$ cat src/rtl/cpu_pkg.sv
// Shared types for the decode/execute boundary: execute control word,
// the NOP control value, the hard-wired zero register and the hazard FSM states.
package cpu_pkg;

  typedef struct packed {
    logic       reg_write;
    logic       mem_to_reg;
    logic       mem_write;
    logic       alu_src;
    logic       reg_dst;
    logic [2:0] alu_ctrl;
  } ctrl_ex_t;

  localparam ctrl_ex_t   CTRL_NOP = '0;
  localparam logic [4:0] ZERO_REG = 5'd0;

  typedef enum logic {
    RUN    = 1'b0,
    BUBBLE = 1'b1
  } hz_state_t;

endpackage

$ cat src/rtl/ctrl_bus_if.sv
// Clock and reset bundle for the pipeline stages. Reset is synchronous, active-high.
interface ctrl_bus_if;
  logic clk;
  logic reset;

  modport dut (input clk, input reset);
endinterface

$ cat src/rtl/load_use_detect.sv
// Load-use hazard detector: a load sitting in EX whose destination (rt) is read
// by the instruction currently in decode. Purely combinational.
module load_use_detect
  import cpu_pkg::*;
#(
  parameter int REG_AW = 5
) (
  input  logic              ex_valid_i,
  input  logic              ex_mem_to_reg_i,
  input  logic [REG_AW-1:0] ex_rt_i,
  input  logic              id_valid_i,
  input  logic [REG_AW-1:0] id_rs_i,
  input  logic [REG_AW-1:0] id_rt_i,
  output logic              hz_o
);

  // Writes to the zero register never create a dependency.
  assign hz_o = ex_valid_i && ex_mem_to_reg_i
             && (ex_rt_i != REG_AW'(ZERO_REG))
             && id_valid_i
             && ((ex_rt_i == id_rs_i) || (ex_rt_i == id_rt_i));

endmodule

$ cat src/rtl/id_ex_stage.sv
// ID->EX pipeline register with load-use bubble insertion, branch flush,
// downstream hold and a saturating bubble counter.
// Optional build macro: ID_EX_WB_BYPASS_EN forwards a same-cycle writeback
// into the captured rs/rt operands.
// Handshake: stall_f_o/stall_d_o are combinational and ask fetch/decode to keep
// their current instruction; the instruction in decode is consumed only on a
// cycle where both are low (no flush, hold or hazard). ex_valid_o qualifies
// every ex_* field.
module id_ex_stage
  import cpu_pkg::*;
#(
  parameter int DATA_W = 32,
  parameter int REG_AW = 5,
  parameter int CNT_W  = 16
) (
  ctrl_bus_if.dut           ctrl_bus,
  input  logic              id_valid_i,
  input  ctrl_ex_t          id_ctrl_i,
  input  logic [REG_AW-1:0] id_rs_i,
  input  logic [REG_AW-1:0] id_rt_i,
  input  logic [REG_AW-1:0] id_rd_i,
  input  logic [DATA_W-1:0] id_rs_data_i,
  input  logic [DATA_W-1:0] id_rt_data_i,
  input  logic [DATA_W-1:0] id_imm_i,
  input  logic              flush_i,
  input  logic              ex_hold_i,
  input  logic              wb_reg_write_i,
  input  logic [REG_AW-1:0] wb_rd_i,
  input  logic [DATA_W-1:0] wb_data_i,
  output logic              stall_f_o,
  output logic              stall_d_o,
  output logic              ex_valid_o,
  output ctrl_ex_t          ex_ctrl_o,
  output logic [REG_AW-1:0] ex_rs_o,
  output logic [REG_AW-1:0] ex_rt_o,
  output logic [REG_AW-1:0] ex_rd_o,
  output logic [DATA_W-1:0] ex_rs_data_o,
  output logic [DATA_W-1:0] ex_rt_data_o,
  output logic [DATA_W-1:0] ex_imm_o,
  output logic [CNT_W-1:0]  bubble_cnt_o,
  output hz_state_t         state_o
);

  logic              ex_valid_q, ex_valid_d;
  ctrl_ex_t          ex_ctrl_q, ex_ctrl_d;
  logic [REG_AW-1:0] ex_rs_q, ex_rs_d, ex_rt_q, ex_rt_d, ex_rd_q, ex_rd_d;
  logic [DATA_W-1:0] ex_rs_data_q, ex_rs_data_d, ex_rt_data_q, ex_rt_data_d;
  logic [DATA_W-1:0] ex_imm_q, ex_imm_d;
  logic [CNT_W-1:0]  cnt_q, cnt_d;
  hz_state_t         state_q, state_d;
  logic [DATA_W-1:0] rs_cap, rt_cap;
  logic              hz;

  load_use_detect #(.REG_AW(REG_AW)) u_detect (
    .ex_valid_i      (ex_valid_q),
    .ex_mem_to_reg_i (ex_ctrl_q.mem_to_reg),
    .ex_rt_i         (ex_rt_q),
    .id_valid_i      (id_valid_i),
    .id_rs_i         (id_rs_i),
    .id_rt_i         (id_rt_i),
    .hz_o            (hz)
  );

  // Reset and flush override everything; otherwise hold or a hazard freezes fetch/decode.
  assign stall_f_o = !ctrl_bus.reset && !flush_i && (ex_hold_i || hz);
  assign stall_d_o = stall_f_o;

  // Operand selection for capture, optionally bypassing the writeback port.
  always_comb begin
    rs_cap = id_rs_data_i;
    rt_cap = id_rt_data_i;
`ifdef ID_EX_WB_BYPASS_EN
    if (wb_reg_write_i && (wb_rd_i != REG_AW'(ZERO_REG))) begin
      if (wb_rd_i == id_rs_i) rs_cap = wb_data_i;
      if (wb_rd_i == id_rt_i) rt_cap = wb_data_i;
    end
`endif
  end

`ifndef ID_EX_WB_BYPASS_EN
  // Writeback port has no function without the bypass.
  logic unused_wb;
  assign unused_wb = ^{wb_reg_write_i, wb_rd_i, wb_data_i};
`endif

  // Next-state selection: flush > hold > hazard bubble > normal capture.
  always_comb begin
    ex_valid_d   = ex_valid_q;
    ex_ctrl_d    = ex_ctrl_q;
    ex_rs_d      = ex_rs_q;
    ex_rt_d      = ex_rt_q;
    ex_rd_d      = ex_rd_q;
    ex_rs_data_d = ex_rs_data_q;
    ex_rt_data_d = ex_rt_data_q;
    ex_imm_d     = ex_imm_q;
    cnt_d        = cnt_q;
    state_d      = state_q;
    if (flush_i || (!ex_hold_i && hz)) begin
      ex_valid_d   = 1'b0;
      ex_ctrl_d    = CTRL_NOP;
      ex_rs_d      = '0;
      ex_rt_d      = '0;
      ex_rd_d      = '0;
      ex_rs_data_d = '0;
      ex_rt_data_d = '0;
      ex_imm_d     = '0;
      state_d      = RUN;
      if (!flush_i) begin
        state_d = BUBBLE;
        if (cnt_q != {CNT_W{1'b1}}) cnt_d = cnt_q + CNT_W'(1);
      end
    end else if (!ex_hold_i) begin
      ex_valid_d   = id_valid_i;
      ex_ctrl_d    = id_valid_i ? id_ctrl_i : CTRL_NOP;
      ex_rs_d      = id_rs_i;
      ex_rt_d      = id_rt_i;
      ex_rd_d      = id_rd_i;
      ex_rs_data_d = rs_cap;
      ex_rt_data_d = rt_cap;
      ex_imm_d     = id_imm_i;
      state_d      = RUN;
    end
  end

  // EX register, bubble counter and hazard FSM state.
  always_ff @(posedge ctrl_bus.clk) begin
    if (ctrl_bus.reset) begin
      ex_valid_q   <= 1'b0;
      ex_ctrl_q    <= CTRL_NOP;
      ex_rs_q      <= '0;
      ex_rt_q      <= '0;
      ex_rd_q      <= '0;
      ex_rs_data_q <= '0;
      ex_rt_data_q <= '0;
      ex_imm_q     <= '0;
      cnt_q        <= '0;
      state_q      <= RUN;
    end else begin
      ex_valid_q   <= ex_valid_d;
      ex_ctrl_q    <= ex_ctrl_d;
      ex_rs_q      <= ex_rs_d;
      ex_rt_q      <= ex_rt_d;
      ex_rd_q      <= ex_rd_d;
      ex_rs_data_q <= ex_rs_data_d;
      ex_rt_data_q <= ex_rt_data_d;
      ex_imm_q     <= ex_imm_d;
      cnt_q        <= cnt_d;
      state_q      <= state_d;
    end
  end

  // After a bubble EX is empty, so a back-to-back hazard cannot arise.
  assert property (@(posedge ctrl_bus.clk) disable iff (ctrl_bus.reset)
                   !(state_q == BUBBLE && hz));

  assign ex_valid_o   = ex_valid_q;
  assign ex_ctrl_o    = ex_ctrl_q;
  assign ex_rs_o      = ex_rs_q;
  assign ex_rt_o      = ex_rt_q;
  assign ex_rd_o      = ex_rd_q;
  assign ex_rs_data_o = ex_rs_data_q;
  assign ex_rt_data_o = ex_rt_data_q;
  assign ex_imm_o     = ex_imm_q;
  assign bubble_cnt_o = cnt_q;
  assign state_o      = state_q;

endmodule

$ cat src/flat_wrapper.sv
// flat-port wrapper written by rule: the top's interface ports become plain ports
module id_ex_stage_flat import cpu_pkg::*;
#(
  parameter int DATA_W = 32,
  parameter int REG_AW = 5,
  parameter int CNT_W  = 16
)
  (id_valid_i, id_ctrl_i, id_rs_i, id_rt_i, id_rd_i, id_rs_data_i, id_rt_data_i, id_imm_i, flush_i, ex_hold_i, wb_reg_write_i, wb_rd_i, wb_data_i, stall_f_o, stall_d_o, ex_valid_o, ex_ctrl_o, ex_rs_o, ex_rt_o, ex_rd_o, ex_rs_data_o, ex_rt_data_o, ex_imm_o, bubble_cnt_o, state_o, ctrl_bus_clk, ctrl_bus_reset);
  ctrl_bus_if ctrl_bus_i ();
  input  logic id_valid_i;
  input  ctrl_ex_t id_ctrl_i;
  input  logic [REG_AW-1:0] id_rs_i;
  input  logic [REG_AW-1:0] id_rt_i;
  input  logic [REG_AW-1:0] id_rd_i;
  input  logic [DATA_W-1:0] id_rs_data_i;
  input  logic [DATA_W-1:0] id_rt_data_i;
  input  logic [DATA_W-1:0] id_imm_i;
  input  logic flush_i;
  input  logic ex_hold_i;
  input  logic wb_reg_write_i;
  input  logic [REG_AW-1:0] wb_rd_i;
  input  logic [DATA_W-1:0] wb_data_i;
  output logic stall_f_o;
  output logic stall_d_o;
  output logic ex_valid_o;
  output ctrl_ex_t ex_ctrl_o;
  output logic [REG_AW-1:0] ex_rs_o;
  output logic [REG_AW-1:0] ex_rt_o;
  output logic [REG_AW-1:0] ex_rd_o;
  output logic [DATA_W-1:0] ex_rs_data_o;
  output logic [DATA_W-1:0] ex_rt_data_o;
  output logic [DATA_W-1:0] ex_imm_o;
  output logic [CNT_W-1:0] bubble_cnt_o;
  output hz_state_t state_o;
  input wire logic [$bits(ctrl_bus_i.clk)-1:0] ctrl_bus_clk;
  input wire logic [$bits(ctrl_bus_i.reset)-1:0] ctrl_bus_reset;
  assign ctrl_bus_i.clk = ctrl_bus_clk;
  assign ctrl_bus_i.reset = ctrl_bus_reset;
  id_ex_stage #(.DATA_W(DATA_W), .REG_AW(REG_AW), .CNT_W(CNT_W)) u_core (.ctrl_bus(ctrl_bus_i), .id_valid_i(id_valid_i), .id_ctrl_i(id_ctrl_i), .id_rs_i(id_rs_i), .id_rt_i(id_rt_i), .id_rd_i(id_rd_i), .id_rs_data_i(id_rs_data_i), .id_rt_data_i(id_rt_data_i), .id_imm_i(id_imm_i), .flush_i(flush_i), .ex_hold_i(ex_hold_i), .wb_reg_write_i(wb_reg_write_i), .wb_rd_i(wb_rd_i), .wb_data_i(wb_data_i), .stall_f_o(stall_f_o), .stall_d_o(stall_d_o), .ex_valid_o(ex_valid_o), .ex_ctrl_o(ex_ctrl_o), .ex_rs_o(ex_rs_o), .ex_rt_o(ex_rt_o), .ex_rd_o(ex_rd_o), .ex_rs_data_o(ex_rs_data_o), .ex_rt_data_o(ex_rt_data_o), .ex_imm_o(ex_imm_o), .bubble_cnt_o(bubble_cnt_o), .state_o(state_o));
endmodule
$ cat config.mk
export PLATFORM = sky130hd
export DESIGN_NAME = id_ex_stage_flat
export DESIGN_NICKNAME = d
export VERILOG_FILES = /design/src/rtl/cpu_pkg.sv /design/src/rtl/ctrl_bus_if.sv /design/src/rtl/load_use_detect.sv /design/src/rtl/id_ex_stage.sv /design/src/flat_wrapper.sv
export SDC_FILE = /design/constraint.sdc
export NUM_CORES = 1
export LEC_CHECK = 0
export ABC_AREA = 0
export CORE_MARGIN = 2
export CORE_UTILIZATION = 36
export CTS_CLUSTER_DIAMETER = 200
export DETAILED_ROUTE_END_ITERATION = 6
export PLACE_DENSITY_LB_ADDON = 0.3
export SETUP_SLACK_MARGIN = 0.2
export SYNTH_ARGS = -nofsm -noshare
export SYNTH_HDL_FRONTEND = slang
export SYNTH_SLANG_ARGS = --single-unit
$ cat constraint.sdc
create_clock -name ctrl_bus_clk -period 2.9 [get_ports ctrl_bus_clk]
set_input_delay 0.87 -clock ctrl_bus_clk [delete_from_list [all_inputs] [get_ports ctrl_bus_clk]]
set_output_delay 0.87 -clock ctrl_bus_clk [all_outputs]
set_load 0.02 [all_outputs]
# Yosys cells after proc, flatten, opt, wreduce, memory -nomap -nowiden
# Cells that the tools add are included.
[classes] muxes=4 bitwise_logic=1 n_eq_ne=4 reduce_logical=16 add_sub_neg=1
[op_table] op="adder 16 x 1 -> 16 bit (second input constant)" count=1
[op_table] op="!= test 16 bit (second input constant)" count=1
[op_table] op="== test 5 bit" count=2
[op_table] op="two-way mux 8 bit" count=1
[op_table] op="logical AND 1 bit" count=7
[op_table] op="nonzero test 5 bit" count=1
[op_table] op="zero test 1 bit" count=3
[op_table] op="logical OR 1 bit" count=3
[op_table] op="two-way mux 1 bit" count=3
[op_table] op="AND reduction 3 bit" count=1
[op_table] op="!= test 2 x 1 -> 1 bit (second input constant)" count=1
[op_table] op="OR reduction 2 bit" count=1
[op_table] op="NOT 1 bit" count=1
[word_totals] output_inout_bits=139 in_bits=162 elab_cells=41 ff_bits=137

# Depth between registers and ports, before layout
[depth] depth_word=7 ltp_mapped=9 ltp_nobuf=6

# Hierarchy
# From an unflattened synthesis, not the netlist that was laid out.
[unflattened] hier_cells=514 hier_area_um2=5227.5
[by_module_without_submodules] module="id_ex_stage" area_per_inst_um2=5098.6 cells_per_inst=497 seq_area_each_um2=2742.6 instances=1
[by_module_without_submodules] module="load_use_detect" area_per_inst_um2=128.9 cells_per_inst=17 seq_area_each_um2=0.0 instances=1

# Worst setup path after synthesis
# No wires, ideal clock.
[synth_timing] path_kind="in2out" start="in id_rs_i[3]" end="out stall_f_o" stages=6 required_ns=2.030 n_path_buf=1 path_slack_ns=-0.302 t_arrival_ns=2.332 path_cell_list="xnor2_1 nand3_1 o22ai_1 a21oi_1 nor3_1 buf_4"
[synth_between] elab_chain_len=5
[synth_rtl] element="start: declaration" line_no="flat_wrapper.sv:12" rtl="input logic [REG_AW-1:0] id_rs_i;"
[synth_rtl] element="== test 5 bit" line_no="load_use_detect.sv:21" rtl="&& ((ex_rt_i == id_rs_i) || (ex_rt_i == id_rt_i));"
[synth_rtl] element="logical OR 1 bit" line_no="load_use_detect.sv:21"
[synth_rtl] element="logical AND 1 bit" line_no="load_use_detect.sv:21"
[synth_rtl] element="logical OR 1 bit" line_no="id_ex_stage.sv:65" rtl="assign stall_f_o = !ctrl_bus.reset && !flush_i && (ex_hold_i || hz);"
[synth_rtl] element="logical AND 1 bit" line_no="id_ex_stage.sv:65"
[synth_rtl] element="end: declaration" line_no="flat_wrapper.sv:23" rtl="output logic stall_f_o;"
# Every way passes these cells.

# Worst setup path after layout
[layout_timing] start="in id_rs_i[0]" end="out stall_d_o"
[layout_between] elab_chain_len=5
[layout_rtl] element="== test 5 bit" line_no="load_use_detect.sv:21"
[layout_rtl] element="logical OR 1 bit" line_no="load_use_detect.sv:21"
[layout_rtl] element="logical AND 1 bit" line_no="load_use_detect.sv:21"
[layout_rtl] element="logical OR 1 bit" line_no="id_ex_stage.sv:65"
[layout_rtl] element="logical AND 1 bit" line_no="id_ex_stage.sv:65"
[layout_rtl] element="end: declaration" line_no="flat_wrapper.sv:24" rtl="output logic stall_d_o;"
# Every way passes these cells.

==> key figures <==
Power
  – Logic pwr share: 11.8%
  – PD cells: 541 nW/um^2
  – Clock group share of total power: 44.5%
  – Sequential power share: 43.7%
  – Design Power: 4.51 mW
  – Pint: 3.49 mW
  – Net Sw Frac: ~23%
  – Sw power: 1.02 mW
  – Peak supply drop: 0.404 mV
  – Lkg Pwr: 3.08 nW

Placed design
  – DP Worst Slack: -812 ps
  – Cells after DPL: 822
  – HPWL after DPL: roughly 11 mm
  – Port Buffers: 262
  – Gp weighted congestion: 0.797

Detailed routing
  – Routed WL: 15.4 mm
  – Per-cell routed wire length: roughly 18 um
  – Initial DRC Count: between 200 and 250
  – Via Count: 4420
  – First drt pass iteration count: 5
  – Via density: 5.16
  – Post-route ant nets: 0
  – DRC: 0

Finish
  – Fill count: 1016
  – Fin nets: ~840
  – Synthesis-to-layout area growth: 76.5%
  – Most frequent cells in the layout: 249 x clkdlybuf4s50_1, 133 x dfxtp_1, 112 x a22o_1
  – Non-Filler Instances: 857
  – N_diodes: 0
  – Final Util: approximately 66%
  – Leading cell type in the layout, fill and taps excluded: clkdlybuf4s50_1
  – Share of cells above drive strength 1: 14.2%

Global routing
  – Largest net degree at the start of global routing: 66
  – Tot GR Track Use: between 20% and 30%
  – Vias in the first global route: 4558
  – Grt ovf: 0
  – First-pass GRT wire length: around 24 mm
  – Initial antenna violation count: 0

Synth
  – Adder-cell area share of the yosys netlist: 0.265%
  – Syn Inst Count: 404
  – Ys async rst share: 0%
  – Post-Synth XOR/XNOR Area: 1.85%
  – Mux share of post-synthesis cell area: 0%
  – Largest family of logic cells by synthesized area: compound AO/OA/AOI/OAI gates
  – Post-synth top area share: about three fifths
  – Synth Area in Compound Gates: around 27%
  – Mean area per synthesized cell: 11.7 um^2
  – Synthesized cell area: between 4000 and 5000 um^2
  – Post-synth EDFFs: 0
  – Yosys warnings: 0
  – Post-synth cell types: 37
  – Syn Nets: 567
  – Cell taking the most area after synthesis: dfxtp_1
  – Ranking of synthesized cells by area: dfxtp_1 58%, a22o_1 21%, buf_4 1.9%
  – Top FF cell, synth: dfxtp_1
  – Post-synthesis sequential area ratio: around three fifths
  – Post-synthesis register bit count: around 140
  – Post-Synth Simple-Gate Area: under 10%

Timing
  – Period utilization: between 90% and 100%
  – Max Clk Rate: 358 MHz
  – Max transition margin: 68.5%
  – Fin worst setup slack: 107 ps
  – RSZ-0062 raised after global routing: true
  – Min cycle time layout: 2790 ps
  – Final Setup Violations: 0
  – Fin. max-slew vios: 0
  – Least-Margin Pin Slew: 468 ps
  – Final hold slack: between 400 and 500 ps
  – Final Hold Fails: 0
  – Clk_skew: 7.05 ps

Setup path
  – Worst Path Required: 2030 ps
  – Largest fanout on the critical path: 2
  – Critical Path AT: approximately 1900 ps
  – CP Capture Type: primary output
  – WS Path Type: input pin to primary output
  – Worst Setup Start Kind: input pin

Clocking
  – H-tree levels: 4
  – TritonCTS Buffers: 17
  – Post-CTS Hold Fix Bufs: 0
  – Clock slew at reported path FFs: 50 ps
  – Root buf cell: clkbuf_16
  – Worst skew pair latency: 410 ps
  – Max clock buf depth: 2
  – CTS Sinks: about 140
  – TritonCTS clock tree: yes

Flow run
  – Max-Cap Viols: 0

Floorplan
  – Starting Density: 37.1%
  – Die width: 119 um
  – Die footprint: 14100 um^2
  – Die H: about 120 um
  – Placement Rows: 41
  – I/O Pins: 301
  – Core Area: 12700 um^2

Hold path
  – Worst hold path class: flop to flop

Outcome
  – Status: completed
worst max-delay path, stage by stage:
cell	delay (ps)
buf_2	140
xnor2_4	130
nand2_2	90
o22ai_4	220
a21oi_4	90
nor3_4	230
buf_6	150
repair_timing:
| action | in CTS | in global routing |
|---|---|---|
| buffers inserted | 4 | 0 |
| endpoints found under the setup margin | 3 | 2 |
| gates resized for setup | 59 | 11 |
| pin swaps | 12 | 10 |
| gates cloned | 0 | 0 |
path summary, 6_finish.rpt:
check / from / to / slack, ps / cells after the start
max: id_rs_i[0] / stall_d_o / 110 / 7
min: u_core.ex_ctrl_o[1] / u_core.ex_ctrl_o[1] / 460 / 1
max reg2reg: u_core.ex_rt_o[1] / u_core.ex_ctrl_o[3] / 700 / 8
min reg2reg: u_core.ex_ctrl_o[1] / u_core.ex_ctrl_o[1] / 460 / 1
power groups by stage:
stage	clock network (mW)	registers, mW	logic (mW)
2_1_floorplan	0	2.07	0.142
3_5_place_dp	0	2.01	0.530
3_3_place_gp	0	2.01	0.522
5_1_grt	2.12	1.98	0.561
6_report	2.01	1.97	0.533
4_1_cts	2.04	1.97	0.533
layer usage:
metal	vias to the layer above	share of wire, %	track usage (%)	routed length (um)
li1	2103	-	-	-
met1	2099	39	23.9	5920
met2	190	49	36.1	7530
met3	28	9.8	9.36	1510
met4	0	2.5	9.23	388
met5	-	0	0	0
area by class of cell:
cell class | instances | area, um^2 | share of cell area (%)
sequential | 137 | 2750 | 33.0
inverter | 4 | 15.0 | 0.180
clock buffer | 23 | 478 | 5.73
clock inverter | 8 | 71.3 | 0.856
timing repair buffer | 287 | 2830 | 34.0
tap | 172 | 215 | 2.58
multi-input combinational | 226 | 1970 | 23.6
synthesized netlist by cell type (4+ instances only):
cell      number
dfxtp_1      137
a22o_1       112
clkbuf_1      19
a21oi_1       16
buf_4         12
o31ai_1       12
or4_1         11
xnor2_1       10
nand3_1        9
a32o_1         8
nand2_1        8
nand4_1        5
nor2_1         4
nor3_1         4
or3_2          4
kinds of logic (layout without fill, tap and decap cells):
logic type / count (synthesis) / in the layout
compound gates: 156 / 156
xor+xnor: 10 / 10
fa+ha+maj: 1 / 1
buf+inv: 41 / 322
flops: 137 / 137
simple gates: 59 / 59
stage by stage:
step                      setup TNS, ps  cell area, um^2
after floorplan                       0             4910
after global placement            -1750             7750
after detailed placement          -2060             7750
after CTS                             0             8330
after global routing                  0             8340
final                                 0             8340
state kept, by name, summed over array words and instances (netlist names):
| name | cells |
|---|---|
| u_core.bubble_cnt_o | 16 |
| u_core.ex_imm_o | 32 |
| u_core.ex_rd_o | 5 |
| u_core.ex_rs_data_o | 32 |
| u_core.ex_rs_o | 5 |
| u_core.ex_valid_o | 1 |
| u_core.state_o | 1 |
| u_core.ex_rt_data_o | 32 |
| u_core.ex_ctrl_o | 8 |
| u_core.ex_rt_o | 5 |
(Power assumes the default switching activity.)
